--- config.mk ---
export PLATFORM = sky130hd
export DESIGN_NAME = fpu_mul_div_issue
export DESIGN_NICKNAME = d
export VERILOG_FILES = /design/src/rtl/fpu_issue_pkg.sv /design/src/rtl/fpu_req_fifo.sv /design/src/rtl/fpu_mul_div_issue.sv
export SDC_FILE = /design/constraint.sdc
export NUM_CORES = 1
export LEC_CHECK = 0
export ABC_AREA = 1
export BUFFER_PORTS_ARGS = -buffer_cell sky130_fd_sc_hd__buf_2
export CAP_MARGIN = 25
export CORE_ASPECT_RATIO = 0.8
export CORE_MARGIN = 2
export CORE_UTILIZATION = 40
export DETAILED_ROUTE_END_ITERATION = 12
export PLACE_DENSITY = 0.61
export SYNTH_ARGS = -nofsm -noshare
export SYNTH_HDL_FRONTEND = slang
export SYNTH_HIERARCHICAL = 1
export SYNTH_SLANG_ARGS = --single-unit
--- constraint.sdc ---
create_clock -name clk -period 14.7 [get_ports clk]
set_clock_uncertainty 0.2 [all_clocks]
set_input_delay 1.47 -clock clk [delete_from_list [all_inputs] [get_ports clk]]
set_output_delay 1.47 -clock clk [all_outputs]
set_load 0.02 [all_outputs]
--- src/rtl/fpu_issue_pkg.sv ---
// Shared types and defaults for the multiply/divide issue controller.
package fpu_issue_pkg;

  typedef enum logic [1:0] {
    StIdle,
    StClear,
    StRun,
    StDone
  } state_e;

  typedef struct packed {
    logic [63:0] fpa;
    logic [63:0] fpb;
    logic        db;
    logic        fdiv;
    logic [1:0]  rm;
  } req_t;

  localparam int unsigned DefDepth  = 4;
  localparam int unsigned DefDivLat = 21;
  localparam int unsigned DefMulLat = 6;
  localparam int unsigned DefClrCyc = 2;

  function automatic int unsigned max_u(input int unsigned a, input int unsigned b);
    return (a > b) ? a : b;
  endfunction

endpackage

--- src/rtl/fpu_req_fifo.sv ---
// Request FIFO with registered full/empty flags; head entry is presented combinationally.
module fpu_req_fifo
  import fpu_issue_pkg::*;
#(
  parameter int unsigned DEPTH = DefDepth
) (
  input  logic clk,
  input  logic rst_n,
  input  logic push,
  input  req_t wdata,
  input  logic pop,
  output req_t rdata,
  output logic full,
  output logic empty
);

  localparam int unsigned AW = (DEPTH > 1) ? $clog2(DEPTH) : 1;

  req_t          mem [DEPTH];
  logic [AW-1:0] wptr_q, rptr_q;
  logic [AW:0]   cnt_q, cnt_d;
  logic          full_q, empty_q;
  logic          do_push, do_pop;

  // Push is refused whenever the pre-edge count says full, even if a pop frees a slot.
  assign do_push = push && !full_q;
  assign do_pop  = pop && !empty_q;

  always_comb begin
    cnt_d = cnt_q;
    if (do_push && !do_pop) begin
      cnt_d = cnt_q + 1'b1;
    end else if (!do_push && do_pop) begin
      cnt_d = cnt_q - 1'b1;
    end
  end

  always_ff @(posedge clk or negedge rst_n) begin
    if (!rst_n) begin
      wptr_q  <= '0;
      rptr_q  <= '0;
      cnt_q   <= '0;
      full_q  <= 1'b0;
      empty_q <= 1'b1;
    end else begin
      if (do_push) wptr_q <= wptr_q + 1'b1;
      if (do_pop)  rptr_q <= rptr_q + 1'b1;
      cnt_q   <= cnt_d;
      full_q  <= (cnt_d == (AW+1)'(DEPTH));
      empty_q <= (cnt_d == '0);
    end
  end

  always_ff @(posedge clk) begin
    if (do_push) mem[wptr_q] <= wdata;
  end

  assign rdata = mem[rptr_q];
  assign full  = full_q;
  assign empty = empty_q;

endmodule

--- src/rtl/fpu_mul_div_issue.sv ---
// Sequences buffered mul/div requests into the FP unit: clear pulse, fixed latency, result capture.
module fpu_mul_div_issue
  import fpu_issue_pkg::*;
#(
  parameter int unsigned DEPTH   = DefDepth,
  parameter int unsigned DIV_LAT = DefDivLat,
  parameter int unsigned MUL_LAT = DefMulLat,
  parameter int unsigned CLR_CYC = DefClrCyc
) (
  input  logic        clk,
  input  logic        rst_n,
  input  logic        req_valid,
  output logic        req_ready,
  input  logic [63:0] req_fpa,
  input  logic [63:0] req_fpb,
  input  logic        req_db,
  input  logic        req_fdiv,
  input  logic [1:0]  req_rm,
  output logic        unit_rst_n,
  output logic [63:0] unit_fpa,
  output logic [63:0] unit_fpb,
  output logic        unit_db,
  output logic        unit_fdiv,
  output logic        unit_normal,
  output logic        unit_sub,
  output logic [1:0]  unit_rm,
  input  logic [63:0] unit_fp,
  input  logic [4:0]  unit_ieee,
  output logic        rsp_valid,
  input  logic        rsp_ready,
  output logic [63:0] rsp_fp,
  output logic [4:0]  rsp_ieee,
  output logic        rsp_fdiv,
  output logic        busy
);

  localparam int unsigned LatW = $clog2(max_u(DIV_LAT, MUL_LAT) + 1);
  localparam int unsigned ClrW = $clog2(CLR_CYC + 1);

  state_e          state_q;
  logic [ClrW-1:0] clr_cnt_q;
  logic [LatW-1:0] lat_cnt_q;
  req_t            op_q;
  logic            clr_n_q;
  logic            rsp_valid_q;
  logic [63:0]     rsp_fp_q;
  logic [4:0]      rsp_ieee_q;
  logic            rsp_fdiv_q;

  req_t fifo_wdata, fifo_head;
  logic fifo_full, fifo_empty;
  logic start;

  assign fifo_wdata = '{fpa: req_fpa, fpb: req_fpb, db: req_db, fdiv: req_fdiv, rm: req_rm};

  // A slot being drained this very edge counts as free, so back-to-back ops lose no cycle.
  assign start = (state_q == StIdle) && !fifo_empty && (!rsp_valid_q || rsp_ready);

  fpu_req_fifo #(
    .DEPTH(DEPTH)
  ) u_fifo (
    .clk  (clk),
    .rst_n(rst_n),
    .push (req_valid),
    .wdata(fifo_wdata),
    .pop  (start),
    .rdata(fifo_head),
    .full (fifo_full),
    .empty(fifo_empty)
  );

  always_ff @(posedge clk or negedge rst_n) begin
    if (!rst_n) begin
      state_q     <= StIdle;
      clr_cnt_q   <= '0;
      lat_cnt_q   <= '0;
      op_q        <= '0;
      clr_n_q     <= 1'b1;
      rsp_valid_q <= 1'b0;
      rsp_fp_q    <= '0;
      rsp_ieee_q  <= '0;
      rsp_fdiv_q  <= 1'b0;
    end else begin
      if (rsp_valid_q && rsp_ready) rsp_valid_q <= 1'b0;
      case (state_q)
        StIdle: begin
          if (start) begin
            state_q   <= StClear;
            op_q      <= fifo_head;
            clr_n_q   <= 1'b0;
            clr_cnt_q <= ClrW'(CLR_CYC);
          end
        end
        StClear: begin
          if (clr_cnt_q == ClrW'(1)) begin
            state_q   <= StRun;
            clr_n_q   <= 1'b1;
            lat_cnt_q <= op_q.fdiv ? LatW'(DIV_LAT) : LatW'(MUL_LAT);
          end else begin
            clr_cnt_q <= clr_cnt_q - 1'b1;
          end
        end
        StRun: begin
          if (lat_cnt_q == LatW'(1)) begin
            state_q <= StDone;
          end else begin
            lat_cnt_q <= lat_cnt_q - 1'b1;
          end
        end
        StDone: begin
          rsp_fp_q    <= unit_fp;
          rsp_ieee_q  <= unit_ieee;
          rsp_fdiv_q  <= op_q.fdiv;
          rsp_valid_q <= 1'b1;
          state_q     <= StIdle;
        end
        default: state_q <= StIdle;
      endcase
    end
  end

  assign req_ready   = !fifo_full;
  assign unit_rst_n  = rst_n & clr_n_q;
  assign unit_fpa    = op_q.fpa;
  assign unit_fpb    = op_q.fpb;
  assign unit_db     = op_q.db;
  assign unit_fdiv   = op_q.fdiv;
  assign unit_rm     = op_q.rm;
  assign unit_normal = 1'b1;
  assign unit_sub    = 1'b0;
  assign rsp_valid   = rsp_valid_q;
  assign rsp_fp      = rsp_fp_q;
  assign rsp_ieee    = rsp_ieee_q;
  assign rsp_fdiv    = rsp_fdiv_q;
  assign busy        = (state_q != StIdle) || !fifo_empty;

endmodule

=== After elaboration in Yosys (flattened, before gate mapping) ===
Memory sizes are Yosys's and may differ from the RTL's. A register that Yosys moved wholly into a read port is not among the register bits.
Index checks and enable logic that the tools add are counted.

* Register bits: 90
* RAM bits: 528
* Input port bits: 205
* Output and inout bits: 208
* Word-level logic and storage cells: 78
* Memories: 1

{| class="wikitable"
|+ Memories
! name !! words !! bits a word !! rd ports !! clocked after memory_dff !! write ports !! RTL line !! RTL
|-
| u_fifo.mem || 4 || 132 || 1 || 1 || 1 || fpu_req_fifo.sv:19 || <nowiki>req_t mem [DEPTH];</nowiki>
|}

* $add $sub $neg: 6
* Eq/ne operators: 11
* Multiplexer cells: 20
* Bitwise operators: 1
* Reductions and logical operators: 26

{| class="wikitable"
|+ Operator list
! operator !! number
|-
| 2-to-1 mux 5 bit || 3
|-
| AND reduction 3 bit || 4
|-
| 2-to-1 mux 2 bit || 5
|-
| one-hot mux 5 bit (2 select lines) || 1
|-
| != test 2 bit, second input constant || 4
|-
| one-hot mux 2 bit (4 select lines) || 1
|-
| nonzero test 2 bit || 4
|-
| logical AND 1 bit || 7
|-
| zero test 1 bit || 6
|-
| 2-to-1 mux 1 bit || 6
|-
| 2-to-1 mux 3 bit || 2
|-
| == test 5 x 1 -> 1 bit, second input constant || 1
|-
| subtractor 5 x 1 -> 5 bit, second input constant || 1
|-
| adder 2 x 1 -> 2 bit, second input constant || 2
|-
| == test 2 x 1 -> 1 bit, second input constant || 2
|-
| == test 2 bit, second input constant || 2
|-
| one-hot mux 2 bit (2 select lines) || 1
|-
| adder 3 x 1 -> 3 bit, second input constant || 1
|-
| == test 3 bit, second input constant || 1
|-
| zero test 3 bit || 1
|-
| subtractor 3 x 1 -> 3 bit, second input constant || 1
|-
| zero test 2 bit || 1
|-
| logical OR 1 bit || 2
|-
| != test 2 x 1 -> 1 bit, second input constant || 1
|-
| other kinds (4) || 4
|}

=== Longest topological paths before layout ===
Gate-level depths: netlist of run 1.

* Depth in word-level cells: 8
* Gate-level depth with buffers: 16
* Depth with buffers taken out: 15

=== Modules after synthesis ===
The synthesis of run 1 kept the hierarchy.

{| class="wikitable"
|+ Modules (own cells, without submodules)
! module !! times used !! cells an instance !! area each (um2) !! seq. area each (um2)
|-
| fpu_req_fifo || 1 || 1359 || 20049.2 || 16081.7
|-
| fpu_mul_div_issue || 1 || 955 || 8314.2 || 5331.4
|}

=== Least setup slack after synthesis of run 1 ===
OpenSTA, ideal clock, no wires.

* Path type: in2reg
* From: input port req_valid
* To: memory u_fifo/mem[0][0] in the netlist's numbering (enable)
* Setup time: 626 ps
* Arrival: 7111 ps
* Data required time: 13874 ps
* Path slack: 6764 ps
* Cell stages on the path: 2
* Buffers on the path: 0
* Cells stage by stage: nand2_1 > nor2_1

* Longest elaborated chain between the ends: 3

{| class="wikitable"
|+ RTL lines
! item !! RTL line !! RTL
|-
| from (decl) || fpu_mul_div_issue.sv:12 || <nowiki>input logic req_valid,</nowiki>
|-
| logical AND 1 bit || fpu_req_fifo.sv:26 || <nowiki>assign do_push = push && !full_q;</nowiki>
|-
| 2-to-1 mux 1 bit || fpu_req_fifo.sv:55 || <nowiki>if (do_push) mem[wptr_q] <= wdata;</nowiki>
|-
| 2-to-1 mux 1 bit (not written as such) || fpu_req_fifo.sv:55 ||
|-
| to (decl) || fpu_req_fifo.sv:19 ||
|}

Every way passes these cells.

=== Worst setup path in the final report of run 1 ===
* From: input port rst_n
* To: output port unit_rst_n

* Longest elaborated chain between the ends: 1

{| class="wikitable"
|+ RTL lines
! item !! RTL line !! RTL
|-
| from (decl) || fpu_mul_div_issue.sv:11 || <nowiki>input logic rst_n,</nowiki>
|-
| bitwise AND 1 bit || fpu_mul_div_issue.sv:123 || <nowiki>assign unit_rst_n = rst_n & clr_n_q;</nowiki>
|-
| to (decl) || fpu_mul_div_issue.sv:19 || <nowiki>output logic unit_rst_n,</nowiki>
|}

Every way passes these cells.

==> results.toml, run 1 <==
[synth]
yosysSeqAreaShare_pct = 75.5
synthFlopType = "edfxtp_1"
syn_area_sq_mm = 0.0284
syn_nets = 2533
synth-seq-cells = 750
synth_warnings = 6
synthDistinctLibCells = 24
synth_area_per_cell_sq_um = 12.3
synth_async_sr_flop_share_pct = 29.6
synthCells = 2314
synth-edff-count = 528

[sta]
setup_viol = 0
worstMarginPinSlew_ns = 1.07
slew_viol_final = 0
fin_hold_ws_ns = 0.267
fin_crit_ns = 4.11
fmax_ghz = 0.243
grt_setup_unrepaired = "no"
post-route-period-util_pct = 28.0
tns_ns = 0
hold_violations = 0
fin_ws_ns = 10.59
relSlewSlack_pct = 28.7

[die]
dieArea_sq_mm = 0.0731
die_w_microns = 302
start_util_pct = 40.3
core_sq_mm = 0.0703
num_rows = 87
die_h_microns = 242
ios = 413

[global_routing]
grt_pass1_vias = 18444
grt_pass1_wl_microns = 108000
grt_usage_pct = 19.3
grt_start_max_net_pins = 146
antenna_found_initial = 28
overflow = 0

[route]
drt_iter0_drc = 1250
routed_via_density = 5.05
highest_layer = "met5"
wl_met1_microns = 31200
drc = 0
dr_wl_met3_microns = 5200
ant_nets = 0
wl_met2_microns = 33400
wl_per_cell_microns = 19.3
firstDrtPassIters = 5
totalWireLength_microns = 71500
dr_total_vias = 18683

[layout]
drive_above_1_share_pct = 20.5
final_common_cell = "nand2_1"
nets = 2912
syn_to_final_growth_pct = 18.7
final_util_pct = 47.9
final_cell_mix = "668 x nand2_1, 528 x edfxtp_1, 409 x buf_2"

[worst_hold_path]
min_path_type = "reg -> reg"

[placed_design]
hpwlAfterDp_microns = 41900
numPortBuffers = 410
pre_cts_slack_ns = 10.36
gp_congestion = 0.800

[power]
power_mw = 7.79
vdd_drop_max_mv = 0.147
p_per_area_mw_per_mm2 = 231
seqPwrFrac_pct = 41.8
switching_power_mw = 2.99
p_comb_share_pct = 33.8
clkPwrFrac_pct = 24.3
p_int_mw = 4.80
leakage_nw = 13.9
p_sw_share_pct = 38.4

[clock_tree]
clk_latency_ns = 0.61
cts_buffer_depth = 3
cts_sinks = 750
clk_pin_slew_ns = 0.06
cts.repair.resized = 0
ctsHoldBuffers = 0
cts_buffers = 76
cts_setup_buffers = 0
cts_tree = "built"
clock-root-buffer = "clkbuf_16"
htree_levels = 3

[critical_path]
crit_arrival_ns = 2.44
cp.required_ns = 13.03
start_kind = "primary input"
crit_type = "in -> out"
path_max_fanout = 104
end_kind = "primary output"

[run]
drv_cap = 0

[status]
status = "finished, final reports clean"
-- final timing paths --
path | cells past startpoint | slack, ns | from | end
max in group asynchronous | 2 | 12.07 | rst_n | unit_fpa[2]$_DFFE_PN0P_
min in group asynchronous | 1 | 0.67 | rst_n | rsp_fp[53]$_DFFE_PN0P_
max | 4 | 10.59 | rst_n | unit_rst_n
max reg2reg | 6 | 10.96 | u_fifo/rptr_q[0]$_DFFE_PN0P_ | unit_fpb[2]$_DFFE_PN0P_
min reg2reg | 2 | 0.27 | rsp_fp[45]$_DFFE_PN0P_ | rsp_fp[45]$_DFFE_PN0P_
min | 2 | 0.27 | rsp_fp[45]$_DFFE_PN0P_ | rsp_fp[45]$_DFFE_PN0P_
-- layout make-up --
| cell class | instances | area, sq um |
|---|---|---|
| inverter | 40 | 163 |
| tap | 934 | 1170 |
| antenna | 14 | 35.0 |
| multi-input combinational | 1393 | 6130 |
| clock inverter | 34 | 298 |
| timing repair buffer | 432 | 2270 |
| sequential | 750 | 21400 |
| clock buffer | 106 | 2170 |
| fill | 6262 | 36700 |
-- sequential cells by signal, indices dropped and copies added (netlist names) --
register       count
u_fifo/mem       528
rsp_fp            64
unit_fpa          64
unit_fpb          64
lat_cnt_q          5
rsp_ieee           5
u_fifo/cnt_q       3
clr_cnt_q          2
state_q            2
u_fifo/rptr_q      2
u_fifo/wptr_q      2
unit_rm            2
clr_n_q            1
rsp_fdiv           1
rsp_valid          1
u_fifo/empty       1
u_fifo/full        1
unit_db            1
unit_fdiv          1
-- kinds of logic after synthesis --
kind of cell,share of synthesized area (%)
compound gates,7.77
fa+ha+maj,0.618
xor+xnor,0.124
other cells,0.0265
simple gates,12.9
buf+inv,3.05
flops,75.5
-- Yosys cell counts (4+ instances only) --
cell	instances	share of area, %
xor2_1	4	0.12
edfxtp_1	528	56
o22ai_1	131	2.9
ha_1	14	0.62
o21ai_0	148	2.6
nor2_1	280	3.7
buf_2	53	0.94
nand3_1	11	0.19
nand2_1	668	8.8
clkbuf_1	54	0.71
o21ai_1	126	2.2
buf_4	6	0.16
inv_1	31	0.41
dfrtp_1	220	19
inv_2	8	0.11
buf_6	18	0.71
-- metal layers --
layer | track usage [%] | vias to the layer above
li1 | - | 8785
met1 | 26.3 | 9171
met2 | 30.5 | 586
met3 | 4.87 | 123
met4 | 5.74 | 18
met5 | 0 | -
-- stage by stage --
step	area [sq um]	instances
final	33700	3703
after global routing	33600	3695
after CTS	33600	3688
after detailed placement	31100	3548
after global placement	31100	3546
after floorplan	28400	2314
-- power groups by stage --
stage	Combinational [mW]	Sequential [mW]	Clock, mW
2_1_floorplan	1.52	3.57	0
3_3_place_gp	2.60	3.28	0
3_5_place_dp	2.68	3.29	0
4_1_cts	2.68	3.26	1.95
5_1_grt	2.96	3.32	2.02
6_report	2.63	3.26	1.89
-- worst max-delay path, cell delays in order --
cell	delay [ns]
buf_8	0.52
nand2_1	0.15
inv_1	0.08
buf_2	0.16
(Power assumes the default switching activity.)
==> inputs of run 2 (changes only) <==
Clock period 14.7 ns to 3.9 ns, I/O delays scaled along.
==> run 2 against run 1 <==
  * Wire length up 1.7%
  * Die area unchanged
  * Clock power grew to 4.1 times the previous value
  * Core utilization rose by 3.5 points
  * Clock-buffer cell count decreased by 6
  * Sequential cell count did not move
  * Sequential share of layout area shrank 4.3 points
  * Setup slack lost 9.2 ns
  * First-iteration DRC count rose by 8.8%
  * Non-clock buffer count is 210 higher
  * Largest power group unchanged
==> results.toml, run 2 (synthesized netlist as in run 1, its figures left out) <==
[status]
status = "finished, final reports clean"

[global_routing]
grt_pass1_wl_microns = 111000
grt_start_max_net_pins = 152
overflow = 0
grt_pass1_vias = 19559
antenna_found_initial = 10
grt_usage_pct = 19.6

[die]
dieArea_sq_mm = 0.0731
num_rows = 87
core_sq_mm = 0.0703
start_util_pct = 40.3
die_w_microns = 302
die_h_microns = 242
ios = 413

[route]
totalWireLength_microns = 72700
firstDrtPassIters = 7
ant_nets = 0
wl_per_cell_microns = 18.6
routed_via_density = 5.01
dr_total_vias = 19573
drt_iter0_drc = 1360
drc = 0

[clock_tree]
htree_levels = 3
clock-root-buffer = "clkbuf_16"
clk_latency_ns = 0.62
clk_pin_slew_ns = 0.06
cts_tree = "built"
cts.repair.resized = 0
cts_buffer_depth = 3
cts_buffers = 77
ctsHoldBuffers = 203
cts_setup_buffers = 0
cts_sinks = 750

[sta]
tns_ns = 0
worstMarginPinSlew_ns = 0.979
relSlewSlack_pct = 34.7
slew_viol_final = 0
hold_violations = 0
setup_viol = 0
post-route-period-util_pct = 64.4
grt_setup_unrepaired = "no"
fmax_ghz = 0.398
fin_crit_ns = 2.51

[critical_path]
crit_path_cell_trace = "inv_8 -> buf_4 -> nor2_1 -> o22ai_1 -> nand2_1 -> nand2_1"
start_kind = "flip-flop"
cp.required_ns = 4.24
crit_type = "reg -> reg"
cp_slowest_stage_delay_ns = 0.65
crit_arrival_ns = 2.85
critPathTopFamily = "buffers and inverters"
end_kind = "flip-flop"
critPathSlowestCell = "dfrtp_4"
crit_buf_inv = 2
worstSetupStartpoint = "u_fifo/rptr_q[0]$_DFFE_PN0P_"
crit_top_cell = "nand2_1"
reg2reg_from = "u_fifo/rptr_q[0]$_DFFE_PN0P_"
path_max_fanout = 130

[layout]
largest_reg_flops = 528
regMostFlops = "u_fifo/mem"
nets = 3123
syn_to_final_growth_pct = 27.3
final_common_cell = "nand2_1"
drive_above_1_share_pct = 19.6
final_util_pct = 51.4
final_cell_mix = "668 x nand2_1, 528 x edfxtp_1, 409 x buf_2"

[power]
leakage_nw = 14.9
vdd_drop_max_mv = 0.689
p_per_area_mw_per_mm2 = 839

[placed_design]
numPortBuffers = 410
gp_congestion = 0.823
hpwlAfterDp_microns = 38800

[worst_hold_path]
min_from = "rsp_ready"
min_path_type = "in -> reg"

[run]
drv_cap = 0
-- run 2: cell count changes in the layout (fill, tap and decap cells not counted), moves of 2 or more --
cell           change
buf_12            +15
buf_4              -7
bufinv_16          +7
clkbuf_1           -3
clkbuf_8           -4
clkinv_1           -3
clkinv_16          +2
clkinv_2           +7
diode_2           -10
dlygate4sd3_1    +203
inv_6              -3
-- run 2: cell type report --
class	instances	area [sq um]
Antenna cell	4	10.0
Clock buffer	100	2130
Clock inverter	44	568
Fill cell	6053	34200
Inverter	40	165
Multi-Input combinational cell	1393	6130
Sequential cell	750	21400
Tap cell	934	1170
Timing Repair Buffer	642	4520
-- run 2: worst paths after layout --
path | to | slack, ns | cells after the start
max | unit_fpb[37]$_DFFE_PN0P_ | 1.39 | 6
min | rsp_valid$_DFFE_PN0P_ | 0.05 | 4
max reg2reg | unit_fpb[37]$_DFFE_PN0P_ | 1.39 | 6
min reg2reg | rsp_fp[32]$_DFFE_PN0P_ | 0.27 | 2
max in group asynchronous | unit_fpa[5]$_DFFE_PN0P_ | 2.39 | 3
min in group asynchronous | unit_fpb[36]$_DFFE_PN0P_ | 0.07 | 2
-- run 2: through the flow --
stage / std cells / area, sq um / hold slack, ns / worst slack [ns] / total power [mW]
detailed placement: 3556 / 31400 / 0.111 / 1.42 / 22.7
global route: 3907 / 36100 / 0.0614 / 1.07 / 32.2
floorplan: 2314 / 28400 / -0.106 / -0.831 / 19.1
global placement: 3555 / 31400 / 0.107 / 1.44 / 22.4
finish: 3907 / 36100 / 0.0546 / 1.39 / 30.3
CTS: 3903 / 36100 / 0.0129 / 1.39 / 30.6
-- run 2: per-layer routing --
| layer | vias up | track usage (%) | wire length, microns |
|---|---|---|---|
| li1 | 9181 | - | - |
| met1 | 9633 | 25.8 | 31200 |
| met2 | 631 | 33.1 | 35200 |
| met3 | 116 | 4.11 | 4710 |
| met4 | 12 | 5.29 | 1600 |
| met5 | - | 0 | 69 |
-- run 2: power by group --
| part | internal (mW) | leakage, nW | switching (mW) |
|---|---|---|---|
| clock network | 4.61 | 1.32 | 3.07 |
| registers | 11.1 | 7.58 | 0.984 |
| logic | 3.16 | 6.01 | 7.42 |
| total | 18.8 | 14.9 | 11.5 |
-- run 2: worst register-to-register path, cell delays in order (launching register included) --
cell and delay [ns]:
dfrtp_4 0.65, inv_8 0.59, buf_4 0.61, nor2_1 0.08, o22ai_1 0.17, nand2_1 0.07
nand2_1 0.07
